===== config.mk =====
export PLATFORM = sky130hd
export DESIGN_NAME = temp_scan_sequencer_flat
export DESIGN_NICKNAME = d
export VERILOG_FILES = /design/src/rtl/temp_scan_sequencer_if.sv /design/src/rtl/temp_scan_sequencer.sv /design/src/flat_wrapper.sv
export SDC_FILE = /design/constraint.sdc
export NUM_CORES = 1
export LEC_CHECK = 0
export ABC_AREA = 1
export CAP_MARGIN = 10
export CELL_PAD_IN_SITES_DETAIL_PLACEMENT = 0
export CELL_PAD_IN_SITES_GLOBAL_PLACEMENT = 1
export CORE_UTILIZATION = 38
export DETAILED_ROUTE_END_ITERATION = 12
export GPL_ROUTABILITY_DRIVEN = 0
export PLACE_DENSITY_LB_ADDON = 0.15
export SYNTH_ARGS = -nofsm -noshare
export SYNTH_HDL_FRONTEND = slang
export SYNTH_SLANG_ARGS = --single-unit

===== constraint.sdc =====
create_clock -name clk -period 5.8 [get_ports clk]
set_input_delay 1.16 -clock clk [delete_from_list [all_inputs] [get_ports clk]]
set_output_delay 1.16 -clock clk [all_outputs]
set_load 0.01 [all_outputs]

===== src/rtl/temp_scan_sequencer_if.sv =====
// ADC macro control/status bundle shared by the scan sequencer and the ADC.
interface temp_scan_sequencer_if #(
  parameter int ADC_W = 12
);
  logic [7:0]       adc_ctrl;    // [7]=ADC_EN [6]=CLK_EN [5]=ST_CONV [2:0]=mux
  logic             adc_eoc;     // 1-cycle end-of-conversion pulse
  logic [ADC_W-1:0] adc_result;  // valid while adc_eoc=1

  modport master (output adc_ctrl, input adc_eoc, input adc_result);
  modport slave  (input adc_ctrl, output adc_eoc, output adc_result);
endinterface


===== src/rtl/temp_scan_sequencer.sv =====
// Multi-channel temperature scanner: walks the enabled ADC channels, averages
// 2^AVG_LOG2 conversions each, scales to signed degC and flags over-temperature.
module temp_scan_sequencer #(
  parameter int NUM_CH   = 4,
  parameter int ADC_W    = 12,
  parameter int AVG_LOG2 = 2,
  parameter int TIMEOUT  = 1023,
  parameter int OFFSET   = 512,
  parameter int GAIN     = 200
) (
  input  logic                       clk,
  input  logic                       rst,
  input  logic                       start,
  input  logic                       continuous,
  input  logic [NUM_CH-1:0]          ch_enable,
  input  logic signed [15:0]         alarm_thresh,
  temp_scan_sequencer_if.master      adc,
  output logic [16*NUM_CH-1:0]       temp_out,
  output logic [NUM_CH-1:0]          ch_valid,
  output logic [NUM_CH-1:0]          alarm,
  output logic                       busy,
  output logic                       done,
  output logic                       timeout_err,
  output logic [2:0]                 err_ch
);

  localparam logic [2:0] S_IDLE       = 3'd0;
  localparam logic [2:0] S_CONFIG     = 3'd1;
  localparam logic [2:0] S_START_CONV = 3'd2;
  localparam logic [2:0] S_WAIT_EOC   = 3'd3;
  localparam logic [2:0] S_CONVERT    = 3'd4;
  localparam logic [2:0] S_NEXT_CH    = 3'd5;
  localparam logic [2:0] S_DONE       = 3'd6;

  localparam int ACC_W = ADC_W + AVG_LOG2;
  localparam int CNT_W = AVG_LOG2 + 1;
  localparam int TO_W  = $clog2(TIMEOUT + 1);
  localparam int MUL_W = ADC_W + 34;

  localparam logic [CNT_W-1:0]        NUM_SAMPLES = CNT_W'(1 << AVG_LOG2);
  localparam logic [TO_W-1:0]         TO_LAST     = TO_W'(TIMEOUT - 1);
  localparam logic signed [MUL_W-1:0] OFFSET_S    = MUL_W'(OFFSET);
  localparam logic signed [MUL_W-1:0] GAIN_S      = MUL_W'(GAIN);
  localparam logic signed [MUL_W-1:0] SAT_MAX     = MUL_W'(32767);
  localparam logic signed [MUL_W-1:0] SAT_MIN     = MUL_W'(-32768);

  logic [2:0]        state;
  logic [2:0]        ch;
  logic [NUM_CH-1:0] mask;
  logic [ACC_W-1:0]  acc;
  logic [CNT_W-1:0]  cnt;
  logic [TO_W-1:0]   tcnt;

  // Lowest set bit of m at or above index from; returns {found, index}.
  function automatic logic [3:0] find_from(input logic [NUM_CH-1:0] m, input int from);
    logic [3:0] r;
    r = '0;
    for (int i = NUM_CH - 1; i >= 0; i--) begin
      if (m[i] && i >= from) r = {1'b1, 3'(i)};
    end
    return r;
  endfunction

  logic [3:0]              first_hit;
  logic [3:0]              next_hit;
  logic [ADC_W-1:0]        avg;
  logic signed [MUL_W-1:0] diff;
  logic signed [MUL_W-1:0] prod;
  logic signed [MUL_W-1:0] shifted;
  logic signed [15:0]      t_sat;

  // Channel search and average-to-degC conversion with 16-bit saturation.
  always_comb begin
    // NOTE: every always_comb output gets a value before any branch so no latch is inferred.
    t_sat     = '0;
    first_hit = find_from(ch_enable, 0);
    next_hit  = find_from(mask, int'(ch) + 1);
    avg       = ADC_W'(acc >> AVG_LOG2);
    diff      = $signed({{(MUL_W - ADC_W){1'b0}}, avg}) - OFFSET_S;
    prod      = diff * GAIN_S;
    shifted   = prod >>> ADC_W;
    if (shifted > SAT_MAX)      t_sat = 16'sh7fff;
    else if (shifted < SAT_MIN) t_sat = 16'sh8000;
    else                        t_sat = shifted[15:0];
  end

  // ADC control byte decoded from the current state and channel.
  always_comb begin
    adc.adc_ctrl = '0;
    case (state)
      S_CONFIG, S_WAIT_EOC, S_CONVERT, S_NEXT_CH: adc.adc_ctrl = {3'b110, 2'b00, ch};
      S_START_CONV:                               adc.adc_ctrl = {3'b111, 2'b00, ch};
      default:                                    adc.adc_ctrl = '0;
    endcase
  end

  assign busy = (state != S_IDLE);
  assign done = (state == S_DONE);

  // Scan sequencer: state, channel walk, sample accumulation and per-channel results.
  always_ff @(posedge clk or posedge rst) begin
    // NOTE: the per-channel result registers are reset too, so every output reads 0
    // the moment rst rises, even mid-scan.
    if (rst) begin
      state       <= S_IDLE;
      ch          <= '0;
      mask        <= '0;
      acc         <= '0;
      cnt         <= '0;
      tcnt        <= '0;
      temp_out    <= '0;
      ch_valid    <= '0;
      alarm       <= '0;
      timeout_err <= 1'b0;
      err_ch      <= '0;
    end else begin
      // NOTE: sequential state uses non-blocking assignments so every register
      // samples pre-edge values regardless of statement order.
      case (state)
        S_IDLE: begin
          if (start) begin
            mask        <= ch_enable;
            timeout_err <= 1'b0;
            ch          <= first_hit[2:0];
            state       <= first_hit[3] ? S_CONFIG : S_DONE;
          end
        end
        S_CONFIG: begin
          acc   <= '0;
          cnt   <= '0;
          state <= S_START_CONV;
        end
        S_START_CONV: begin
          tcnt  <= '0;
          state <= S_WAIT_EOC;
        end
        S_WAIT_EOC: begin
          if (adc.adc_eoc) begin
            acc   <= acc + ACC_W'(adc.adc_result);
            cnt   <= cnt + 1'b1;
            state <= (cnt + 1'b1 == NUM_SAMPLES) ? S_CONVERT : S_START_CONV;
          end else if (tcnt == TO_LAST) begin
            timeout_err <= 1'b1;
            err_ch      <= ch;
            for (int i = 0; i < NUM_CH; i++) begin
              if (ch == 3'(i)) ch_valid[i] <= 1'b0;
            end
            state <= S_NEXT_CH;
          end else begin
            tcnt <= tcnt + 1'b1;
          end
        end
        S_CONVERT: begin
          for (int i = 0; i < NUM_CH; i++) begin
            if (ch == 3'(i)) begin
              temp_out[16*i +: 16] <= t_sat;
              ch_valid[i]          <= 1'b1;
              alarm[i]             <= (t_sat > alarm_thresh);
            end
          end
          state <= S_NEXT_CH;
        end
        S_NEXT_CH: begin
          if (next_hit[3]) begin
            ch    <= next_hit[2:0];
            state <= S_CONFIG;
          end else begin
            state <= S_DONE;
          end
        end
        S_DONE: begin
          if (continuous) begin
            mask  <= ch_enable;
            ch    <= first_hit[2:0];
            state <= first_hit[3] ? S_CONFIG : S_DONE;
          end else begin
            state <= S_IDLE;
          end
        end
        default: state <= S_IDLE;
      endcase
    end
  end

endmodule


===== src/flat_wrapper.sv =====
// flat-port wrapper written by rule: the top's interface ports become plain ports
module temp_scan_sequencer_flat 
#(
  parameter int NUM_CH   = 4,
  parameter int ADC_W    = 12,
  parameter int AVG_LOG2 = 2,
  parameter int TIMEOUT  = 1023,
  parameter int OFFSET   = 512,
  parameter int GAIN     = 200
)
  (clk, rst, start, continuous, ch_enable, alarm_thresh, temp_out, ch_valid, alarm, busy, done, timeout_err, err_ch, adc_adc_ctrl, adc_adc_eoc, adc_adc_result);
  temp_scan_sequencer_if #(.ADC_W(ADC_W)) adc_i ();
  input  logic clk;
  input  logic rst;
  input  logic start;
  input  logic continuous;
  input  logic [NUM_CH-1:0] ch_enable;
  input  logic signed [15:0] alarm_thresh;
  output logic [16*NUM_CH-1:0] temp_out;
  output logic [NUM_CH-1:0] ch_valid;
  output logic [NUM_CH-1:0] alarm;
  output logic busy;
  output logic done;
  output logic timeout_err;
  output logic [2:0] err_ch;
  output wire logic [$bits(adc_i.adc_ctrl)-1:0] adc_adc_ctrl;
  input wire logic [$bits(adc_i.adc_eoc)-1:0] adc_adc_eoc;
  input wire logic [$bits(adc_i.adc_result)-1:0] adc_adc_result;
  assign adc_adc_ctrl = adc_i.adc_ctrl;
  assign adc_i.adc_eoc = adc_adc_eoc;
  assign adc_i.adc_result = adc_adc_result;
  temp_scan_sequencer #(.NUM_CH(NUM_CH), .ADC_W(ADC_W), .AVG_LOG2(AVG_LOG2), .TIMEOUT(TIMEOUT), .OFFSET(OFFSET), .GAIN(GAIN)) u_core (.clk(clk), .rst(rst), .start(start), .continuous(continuous), .ch_enable(ch_enable), .alarm_thresh(alarm_thresh), .adc(adc_i), .temp_out(temp_out), .ch_valid(ch_valid), .alarm(alarm), .busy(busy), .done(done), .timeout_err(timeout_err), .err_ch(err_ch));
endmodule

==> results of run 1 <==
registers in the layout, summed over array words and instances, names as in the netlist:
| signal | flops |
|---|---|
| u_core.temp_out | 40 |
| u_core.acc | 14 |
| u_core.tcnt | 10 |
| u_core.alarm | 4 |
| u_core.ch_valid | 4 |
| u_core.cnt | 3 |
| u_core.mask | 3 |
| u_core.state | 3 |
| u_core.ch | 2 |
| u_core.err_ch | 2 |
| u_core.timeout_err | 1 |
through the flow:
step           area [µm²]  std cells  hold WS [ns]
6_report             7850       1178         0.474
2_1_floorplan        6380        866         0.453
5_1_grt              7850       1178         0.505
4_1_cts              7850       1178         0.478
3_3_place_gp         7560       1162         0.457
3_5_place_dp         7560       1162         0.462
how the worst min path moves through the flow:
stage | to
finish | u_core.ch_valid[3]
global route | u_core.ch_valid[3]
CTS | u_core.ch_valid[3]
detailed placement | u_core.ch_valid[3]
global placement | u_core.ch_valid[3]
floorplan | u_core.mask[1]
cell families (layout without fill, tap and decap cells):
| group | count (synthesis) | in the layout | synth area share [%] |
|---|---|---|---|
| simple gates | 444 | 444 | 29.2 |
| buf+inv | 155 | 251 | 11.2 |
| compound gates | 89 | 89 | 7.90 |
| flops | 86 | 86 | 33.8 |
| fa+ha+maj | 78 | 78 | 16.5 |
| xor+xnor | 10 | 10 | 1.38 |
| other cells | 1 | 4 | 0.0589 |
layout by cell type (no fill, tap or decap), drive strengths merged:
master	instances
conb	4
fa	10
o211ai	1
o2111ai	1
o31ai	2
o22ai	1
nor3b	1
and2	10
or2	5
o21bai	4
a31oi	1
dfrtp	86
xnor2	1
a21oi	30
nand2	280
xor2	9
inv	115
a32o	1
o21a	1
nor3	14
a22o	3
a21o	3
clkdlybuf4s50	118
clkinv	5
nand3	62
nor2	59
o21ai	41
clkbuf	11
nor4	1
nand4	12
ha	68
clkinvlp	1
buf	1
final cells by class:
type | count | area, µm²
Multi-Input combinational cell | 625 | 3520
Timing Repair Buffer | 119 | 1190
Sequential cell | 86 | 2150
Inverter | 116 | 437
Fill cell | 1677 | 8270
Clock inverter | 5 | 42.5
Clock buffer | 11 | 243
Tap cell | 216 | 270
worst min-delay path, stage by stage (launching register included):
cell	delay, ns
sky130_fd_sc_hd__dfrtp_1	0.35
sky130_fd_sc_hd__nand2_1	0.05
sky130_fd_sc_hd__nand2_1	0.05
layer usage:
metal	track usage (%)	vias up	part of all wire, %
met2	34.2	117	47
met1	26.1	2538	48
li1	-	2920	-
met4	4.65	0	1.2
met5	0	-	0
met3	3.94	14	3.7
==> impl_metrics.prom, run 1 <==
# TYPE chip_impl_metric gauge
chip_impl_metric{name="synth_enable_flop_cells",unit=""} 0
chip_impl_metric{name="final_util",unit="%"} 48.7
chip_impl_metric{name="fin_tns_setup",unit="ns"} 0
chip_impl_info{name="timing.critical_path.cells",value="inv_1 > ha_1 > or2_2 > nand2_1 > inv_1 > ha_1 > fa_1 > ha_1 > ha_1 > nand2_1 > nor3_1 > nand2_1 > nand3_1 > and2_1 > ha_1 > a21oi_1 > o21ai_0 > a21oi_1 > nand3_1 > nand4_1 > nand2_1"} 1
chip_impl_metric{name="io_buffer_count",unit=""} 118
chip_impl_metric{name="cts_buffer_depth",unit=""} 2
chip_impl_metric{name="netlist_area",unit="µm²"} 6370
chip_impl_metric{name="clock_latency",unit="ns"} 0.36
chip_impl_metric{name="wirelength",unit="µm"} 16500
chip_impl_info{name="timing.hold.worst.start",value="u_core.ch_valid[3]"} 1
chip_impl_metric{name="area_delta_synth_final",unit="%"} 23.2
chip_impl_metric{name="die_area",unit="µm²"} 17300
chip_impl_metric{name="yosys_top_cell_area_share",unit="%"} 33.8
chip_impl_metric{name="htree_num_levels",unit=""} 3
chip_impl_metric{name="slowest_delay",unit="ns"} 0.44
chip_impl_metric{name="cts.repair_timing.setup_buffer_count",unit=""} 0
chip_impl_metric{name="fin_crit",unit="ns"} 4.84
chip_impl_metric{name="proportion_of_layout_cells_with_a_drive_suffix_above_1",unit="%"} 3.43
chip_impl_info{name="crit_path_top_delay_cell",value="sky130_fd_sc_hd__dfrtp_1"} 1
chip_impl_metric{name="post_cts_clock_slew_at_the_launch_and_capture_registers_of_the_worst_setup_and_hold_paths",unit="ns"} 0.07
chip_impl_metric{name="clock.fmax",unit="GHz"} 0.207
chip_impl_metric{name="r2r_cells",unit=""} 21
chip_impl_info{name="grt_setup_unrepaired",value="false"} 1
chip_impl_info{name="critical_path.top_delay_family",value="adder cells"} 1
chip_impl_info{name="netlist_top_cells_area",value="sky130_fd_sc_hd__dfrtp_1, sky130_fd_sc_hd__nand2_1, sky130_fd_sc_hd__ha_1"} 1
chip_impl_metric{name="gr-usage-all-layers",unit="%"} 20.1
chip_impl_metric{name="synthCells",unit=""} 863
chip_impl_metric{name="min_path_cells",unit=""} 2
chip_impl_metric{name="finalNetCount",unit=""} 1072
chip_impl_metric{name="cts_num_sinks",unit=""} 86
chip_impl_metric{name="overflow",unit=""} 0
chip_impl_metric{name="worst_clock_skew",unit="ns"} 0.00860
chip_impl_metric{name="timing.final.ws_setup",unit="ns"} 0.963
chip_impl_metric{name="floorplan.rows",unit=""} 46
chip_impl_metric{name="synth-async-reset-ratio",unit="%"} 100
chip_impl_metric{name="detail-route-antenna-nets",unit=""} 0
chip_impl_metric{name="post_drt_via_cell_ratio",unit=""} 4.74
chip_impl_info{name="worstSetupPathType",value="flop to flop"} 1
chip_impl_metric{name="via_count",unit=""} 5589
chip_impl_metric{name="tritoncts.num_buffers",unit=""} 9
chip_impl_metric{name="cp.depth",unit=""} 21
chip_impl_metric{name="dp_slack",unit="ns"} 0.989
chip_impl_metric{name="slew_headroom",unit="%"} 26.8
chip_impl_info{name="yosys.area.top_type",value="sky130_fd_sc_hd__dfrtp_1"} 1
chip_impl_metric{name="seq_area_frac_synth",unit="%"} 33.8
chip_impl_info{name="worstSetupStartpointType",value="flop"} 1
chip_impl_metric{name="avgRoutedWirePerCell",unit="µm"} 14.0
chip_impl_metric{name="ys_warn_count",unit=""} 0
chip_impl_metric{name="crit_path_max_fanout",unit=""} 7
chip_impl_info{name="outcome",value="complete, no violations"} 1
chip_impl_info{name="crit_path_end_kind",value="flop"} 1
chip_impl_info{name="synth_top_flop_cell",value="sky130_fd_sc_hd__dfrtp_1"} 1
chip_impl_metric{name="cts.hold.buffers_added",unit=""} 0
chip_impl_metric{name="coreArea",unit="µm²"} 16100
chip_impl_info{name="crit-reg2reg-capture",value="u_core.alarm[2]"} 1
chip_impl_metric{name="timing.final.setup_violations",unit=""} 0
chip_impl_info{name="crit_start",value="u_core.acc[11]"} 1
chip_impl_metric{name="initial_utilization",unit="%"} 39.5
chip_impl_metric{name="worstPathArrival",unit="ns"} 5.08
chip_impl_metric{name="drc_errors",unit=""} 0
chip_impl_info{name="cp-endpoint",value="u_core.alarm[2]"} 1
chip_impl_metric{name="grt_pass1_wl",unit="µm"} 27500
chip_impl_metric{name="yosys_register_bits",unit=""} 86
chip_impl_metric{name="antenna_violations_before_repair",unit=""} 0
chip_impl_metric{name="critPathRequiredTime",unit="ns"} 6.05
chip_impl_info{name="hold_path_class",value="flop to flop"} 1
chip_impl_metric{name="grt_pass1_vias",unit=""} 5464
chip_impl_info{name="ys_top_cells_by_count",value="sky130_fd_sc_hd__nand2_1, sky130_fd_sc_hd__inv_1, sky130_fd_sc_hd__dfrtp_1, sky130_fd_sc_hd__ha_1, sky130_fd_sc_hd__nand3_1"} 1
chip_impl_metric{name="antenna_cells_inserted",unit=""} 0
chip_impl_info{name="post-synth-top-count-cell",value="sky130_fd_sc_hd__nand2_1"} 1
chip_impl_metric{name="slew_at_the_pin_with_the_worst_max_slew_slack",unit="ns"} 1.09
chip_impl_metric{name="post-route-period-util",unit="%"} 83.4
chip_impl_metric{name="post-dp-hpwl",unit="µm"} 12800
chip_impl_metric{name="io_pins",unit=""} 123
chip_impl_info{name="tritoncts",value="done"} 1
chip_impl_metric{name="die_height",unit="µm"} 131
chip_impl_metric{name="postSynthAreaPerCell",unit="µm²"} 7.38
chip_impl_metric{name="pin_count_of_the_biggest_net_entering_global_routing",unit=""} 49
chip_impl_info{name="critical_path.reg2reg.startpoint",value="u_core.acc[11]"} 1
chip_impl_metric{name="synth_cell_type_count",unit=""} 40
chip_impl_metric{name="floorplan.die.width",unit="µm"} 131
chip_impl_metric{name="critical_path.n_buffers_inverters",unit=""} 2
chip_impl_metric{name="post_cts_resized",unit=""} 0
chip_impl_metric{name="final-hold-violation-count",unit=""} 0
chip_impl_info{name="critical-path-top-cell-by-count",value="sky130_fd_sc_hd__ha_1"} 1
chip_impl_metric{name="drtPass1Iterations",unit=""} 4
chip_impl_metric{name="drv_cap",unit=""} 0
chip_impl_metric{name="ff2ff_setup_slack",unit="ns"} 0.96
chip_impl_info{name="clk_root_buffer_cell",value="sky130_fd_sc_hd__clkbuf_16"} 1
chip_impl_metric{name="report.final.slew_viol_count",unit=""} 0
chip_impl_metric{name="detail_route.iter0.violations",unit=""} 297
Power of run 1 is not shown: default switching activity piles up to over one toggle a cycle in this logic, so the estimate is an artifact.
==> inputs of run 2 (changes only) <==
==> constraint.sdc (replaced) <==
create_clock -name clk -period 5.1 [get_ports clk]
set_input_delay 1.02 -clock clk [delete_from_list [all_inputs] [get_ports clk]]
set_output_delay 1.02 -clock clk [all_outputs]
set_load 0.01 [all_outputs]
==> impl_metrics.prom, run 2 (synthesis gave the netlist of run 1 again) <==
# TYPE chip_impl_metric gauge
chip_impl_metric{name="antenna_cells_inserted",unit=""} 0
chip_impl_metric{name="post_drt_via_cell_ratio",unit=""} 4.73
chip_impl_metric{name="die_area",unit="µm²"} 17300
chip_impl_metric{name="fin_tns_setup",unit="ns"} 0
chip_impl_metric{name="worstPathArrival",unit="ns"} 4.88
chip_impl_metric{name="fillerInstances",unit=""} 1628
chip_impl_metric{name="final-hold-violation-count",unit=""} 0
chip_impl_info{name="crit_start",value="u_core.acc[11]"} 1
chip_impl_metric{name="finalNetCount",unit=""} 1075
chip_impl_info{name="most-common-layout-cells",value="sky130_fd_sc_hd__nand2_1, sky130_fd_sc_hd__clkdlybuf4s50_1, sky130_fd_sc_hd__inv_1"} 1
chip_impl_info{name="mostFrequentLayoutCell",value="sky130_fd_sc_hd__nand2_1"} 1
chip_impl_info{name="outcome",value="complete, no violations"} 1
chip_impl_metric{name="drc_errors",unit=""} 0
chip_impl_metric{name="cts_buffer_depth",unit=""} 2
chip_impl_info{name="critical_path.reg2reg.startpoint",value="u_core.acc[11]"} 1
chip_impl_info{name="grt_setup_unrepaired",value="false"} 1
chip_impl_metric{name="timing.final.setup_violations",unit=""} 0
chip_impl_metric{name="io_buffer_count",unit=""} 118
chip_impl_metric{name="die_height",unit="µm"} 131
chip_impl_metric{name="min_path_cells",unit=""} 2
chip_impl_metric{name="drtPass1Iterations",unit=""} 4
chip_impl_metric{name="cts_num_sinks",unit=""} 86
chip_impl_metric{name="drv_cap",unit=""} 0
chip_impl_metric{name="area_delta_synth_final",unit="%"} 24.4
chip_impl_metric{name="gr-usage-all-layers",unit="%"} 20.1
chip_impl_metric{name="post-dp-hpwl",unit="µm"} 12600
chip_impl_metric{name="slew_headroom",unit="%"} 27.5
chip_impl_metric{name="io_pins",unit=""} 123
chip_impl_info{name="clk_root_buffer_cell",value="sky130_fd_sc_hd__clkbuf_16"} 1
chip_impl_metric{name="crit_path_max_fanout",unit=""} 7
chip_impl_metric{name="post-route-period-util",unit="%"} 91.0
chip_impl_metric{name="largest_register_ffs",unit=""} 40
chip_impl_metric{name="wirelength",unit="µm"} 16400
chip_impl_info{name="crit-reg2reg-capture",value="u_core.alarm[0]"} 1
chip_impl_metric{name="detail_route.iter0.violations",unit=""} 239
chip_impl_info{name="topRoutingLayerUsed",value="met4"} 1
chip_impl_metric{name="dr_wl_met3",unit="µm"} 623
chip_impl_metric{name="avgRoutedWirePerCell",unit="µm"} 13.9
chip_impl_metric{name="grt_pass1_wl",unit="µm"} 27700
chip_impl_metric{name="post_cts_clock_slew_at_the_launch_and_capture_registers_of_the_worst_setup_and_hold_paths",unit="ns"} 0.06
chip_impl_info{name="tritoncts",value="done"} 1
chip_impl_metric{name="floorplan.rows",unit=""} 46
chip_impl_metric{name="cts.hold.buffers_added",unit=""} 0
chip_impl_metric{name="proportion_of_layout_cells_with_a_drive_suffix_above_1",unit="%"} 4.35
chip_impl_metric{name="pin_count_of_the_biggest_net_entering_global_routing",unit=""} 45
chip_impl_info{name="worstSetupPathType",value="flop to flop"} 1
chip_impl_info{name="worstSetupStartpointType",value="flop"} 1
chip_impl_metric{name="grt_pass1_vias",unit=""} 5418
chip_impl_metric{name="worst_clock_skew",unit="ns"} 0.00675
chip_impl_info{name="hold_path_class",value="flop to flop"} 1
chip_impl_metric{name="clock_latency",unit="ns"} 0.35
chip_impl_metric{name="m1WireLength",unit="µm"} 7890
chip_impl_metric{name="ff2ff_setup_slack",unit="ns"} 0.46
chip_impl_metric{name="report.final.slew_viol_count",unit=""} 0
chip_impl_metric{name="via_count",unit=""} 5584
chip_impl_metric{name="coreArea",unit="µm²"} 16100
chip_impl_metric{name="detail-route-antenna-nets",unit=""} 0
chip_impl_metric{name="clock.fmax",unit="GHz"} 0.215
chip_impl_info{name="biggestRegsByFlops",value="u_core.temp_out: 40 flops, u_core.acc: 14 flops, u_core.tcnt: 10 flops"} 1
chip_impl_metric{name="r2r_cells",unit=""} 23
chip_impl_metric{name="floorplan.die.width",unit="µm"} 131
chip_impl_metric{name="initial_utilization",unit="%"} 39.5
chip_impl_metric{name="tritoncts.num_buffers",unit=""} 9
chip_impl_metric{name="overflow",unit=""} 0
chip_impl_metric{name="antenna_violations_before_repair",unit=""} 0
chip_impl_metric{name="slew_at_the_pin_with_the_worst_max_slew_slack",unit="ns"} 1.08
chip_impl_info{name="cp-endpoint",value="u_core.alarm[0]"} 1
chip_impl_metric{name="met2WireLength",unit="µm"} 7650
chip_impl_info{name="crit_path_end_kind",value="flop"} 1
chip_impl_metric{name="fin_crit",unit="ns"} 4.64
chip_impl_metric{name="critPathRequiredTime",unit="ns"} 5.34
chip_impl_metric{name="htree_num_levels",unit=""} 3
chip_impl_info{name="register_name_with_the_most_flops",value="u_core.temp_out"} 1
-- run 2: cell types whose count changed in the layout (fill, tap and decap cells not counted), sizes merged --
| cell | previous run | this run |
|---|---|---|
| clkinv | 5 | 7 |
| inv | 115 | 114 |
| buf | 1 | 4 |
| bufinv | 0 | 2 |
| clkinvlp | 1 | 0 |
| clkbuf | 11 | 9 |
-- run 2: repair_timing --
item	CTS	global route
buffers inserted	0	0
resized for setup	0	6
setup endpoints to repair	0	4
-- run 2: cell type report --
cell class / count / area (µm²) / share of cell area (%)
well taps: 216 / 270 / 3.41
multi-input cells: 625 / 3540 / 44.7
repair buffers: 122 / 1210 / 15.3
clock inverters: 7 / 88.8 / 1.12
inverters: 116 / 437 / 5.51
clock buffers: 9 / 225 / 2.84
flip-flops and latches: 86 / 2150 / 27.2
-- run 2: critical path: stages (launching register included) --
cell                      delay, ns
sky130_fd_sc_hd__dfrtp_2       0.42
sky130_fd_sc_hd__inv_1         0.09
sky130_fd_sc_hd__ha_1          0.26
sky130_fd_sc_hd__or2_2         0.28
sky130_fd_sc_hd__nand2_1       0.15
sky130_fd_sc_hd__inv_1         0.06
sky130_fd_sc_hd__ha_1          0.31
sky130_fd_sc_hd__fa_1          0.37
sky130_fd_sc_hd__ha_1          0.29
sky130_fd_sc_hd__ha_1          0.37
sky130_fd_sc_hd__a21oi_2       0.17
sky130_fd_sc_hd__o21ai_0       0.10
sky130_fd_sc_hd__nand2_1       0.07
sky130_fd_sc_hd__nand2_1       0.05
sky130_fd_sc_hd__inv_1         0.06
sky130_fd_sc_hd__nand3_1       0.17
sky130_fd_sc_hd__and2_4        0.25
sky130_fd_sc_hd__ha_1          0.32
sky130_fd_sc_hd__nand2_1       0.13
sky130_fd_sc_hd__o21ai_0       0.10
sky130_fd_sc_hd__a21oi_1       0.17
sky130_fd_sc_hd__nand3_1       0.17
sky130_fd_sc_hd__nand4_1       0.13
sky130_fd_sc_hd__nand2_1       0.06
-- run 2: per-stage QoR --
step	std cells	worst slack [ns]	util (%)	cell area [µm²]	hold WS, ns
after floorplan	866	0.734	-	6380	0.453
after global placement	1165	0.353	47.1	7590	0.456
after detailed placement	1165	0.269	47.1	7590	0.461
after CTS	1181	0.228	49.0	7900	0.478
after global routing	1181	0.0401	49.2	7930	0.487
final	1181	0.459	49.2	7930	0.471
-- run 2: layer usage --
layer	vias up	global-route usage, %
li1	2935	-
met5	-	0
met2	118	34.1
met1	2513	25.7
met3	18	4.28
met4	0	5.17
-- run 2: worst min-delay path by stage --
stage,from,to,slack [ns]
final,u_core.ch_valid[2],u_core.ch_valid[2],0.47
after global routing,u_core.ch_valid[1],u_core.ch_valid[1],0.49
after CTS,u_core.ch_valid[2],u_core.ch_valid[2],0.48
after detailed placement,u_core.ch_valid[2],u_core.ch_valid[2],0.46
after global placement,u_core.ch_valid[1],u_core.ch_valid[1],0.46
after floorplan,u_core.mask[1],u_core.mask[1],0.45
Power of run 2 is left out for the same reason.
==> inputs of run 3 (changes only) <==
--- a/config.mk
+++ b/config.mk
@@ -11,7 +11,6 @@
 export CELL_PAD_IN_SITES_GLOBAL_PLACEMENT = 1
 export CORE_UTILIZATION = 38
 export DETAILED_ROUTE_END_ITERATION = 12
-export GPL_ROUTABILITY_DRIVEN = 0
 export PLACE_DENSITY_LB_ADDON = 0.15
 export SYNTH_ARGS = -nofsm -noshare
 export SYNTH_HDL_FRONTEND = slang
==> results of run 3 <==
Same layout as run 2: the final DEF is identical, and so are final timing and power.
Power of run 3 is left out for the same reason.
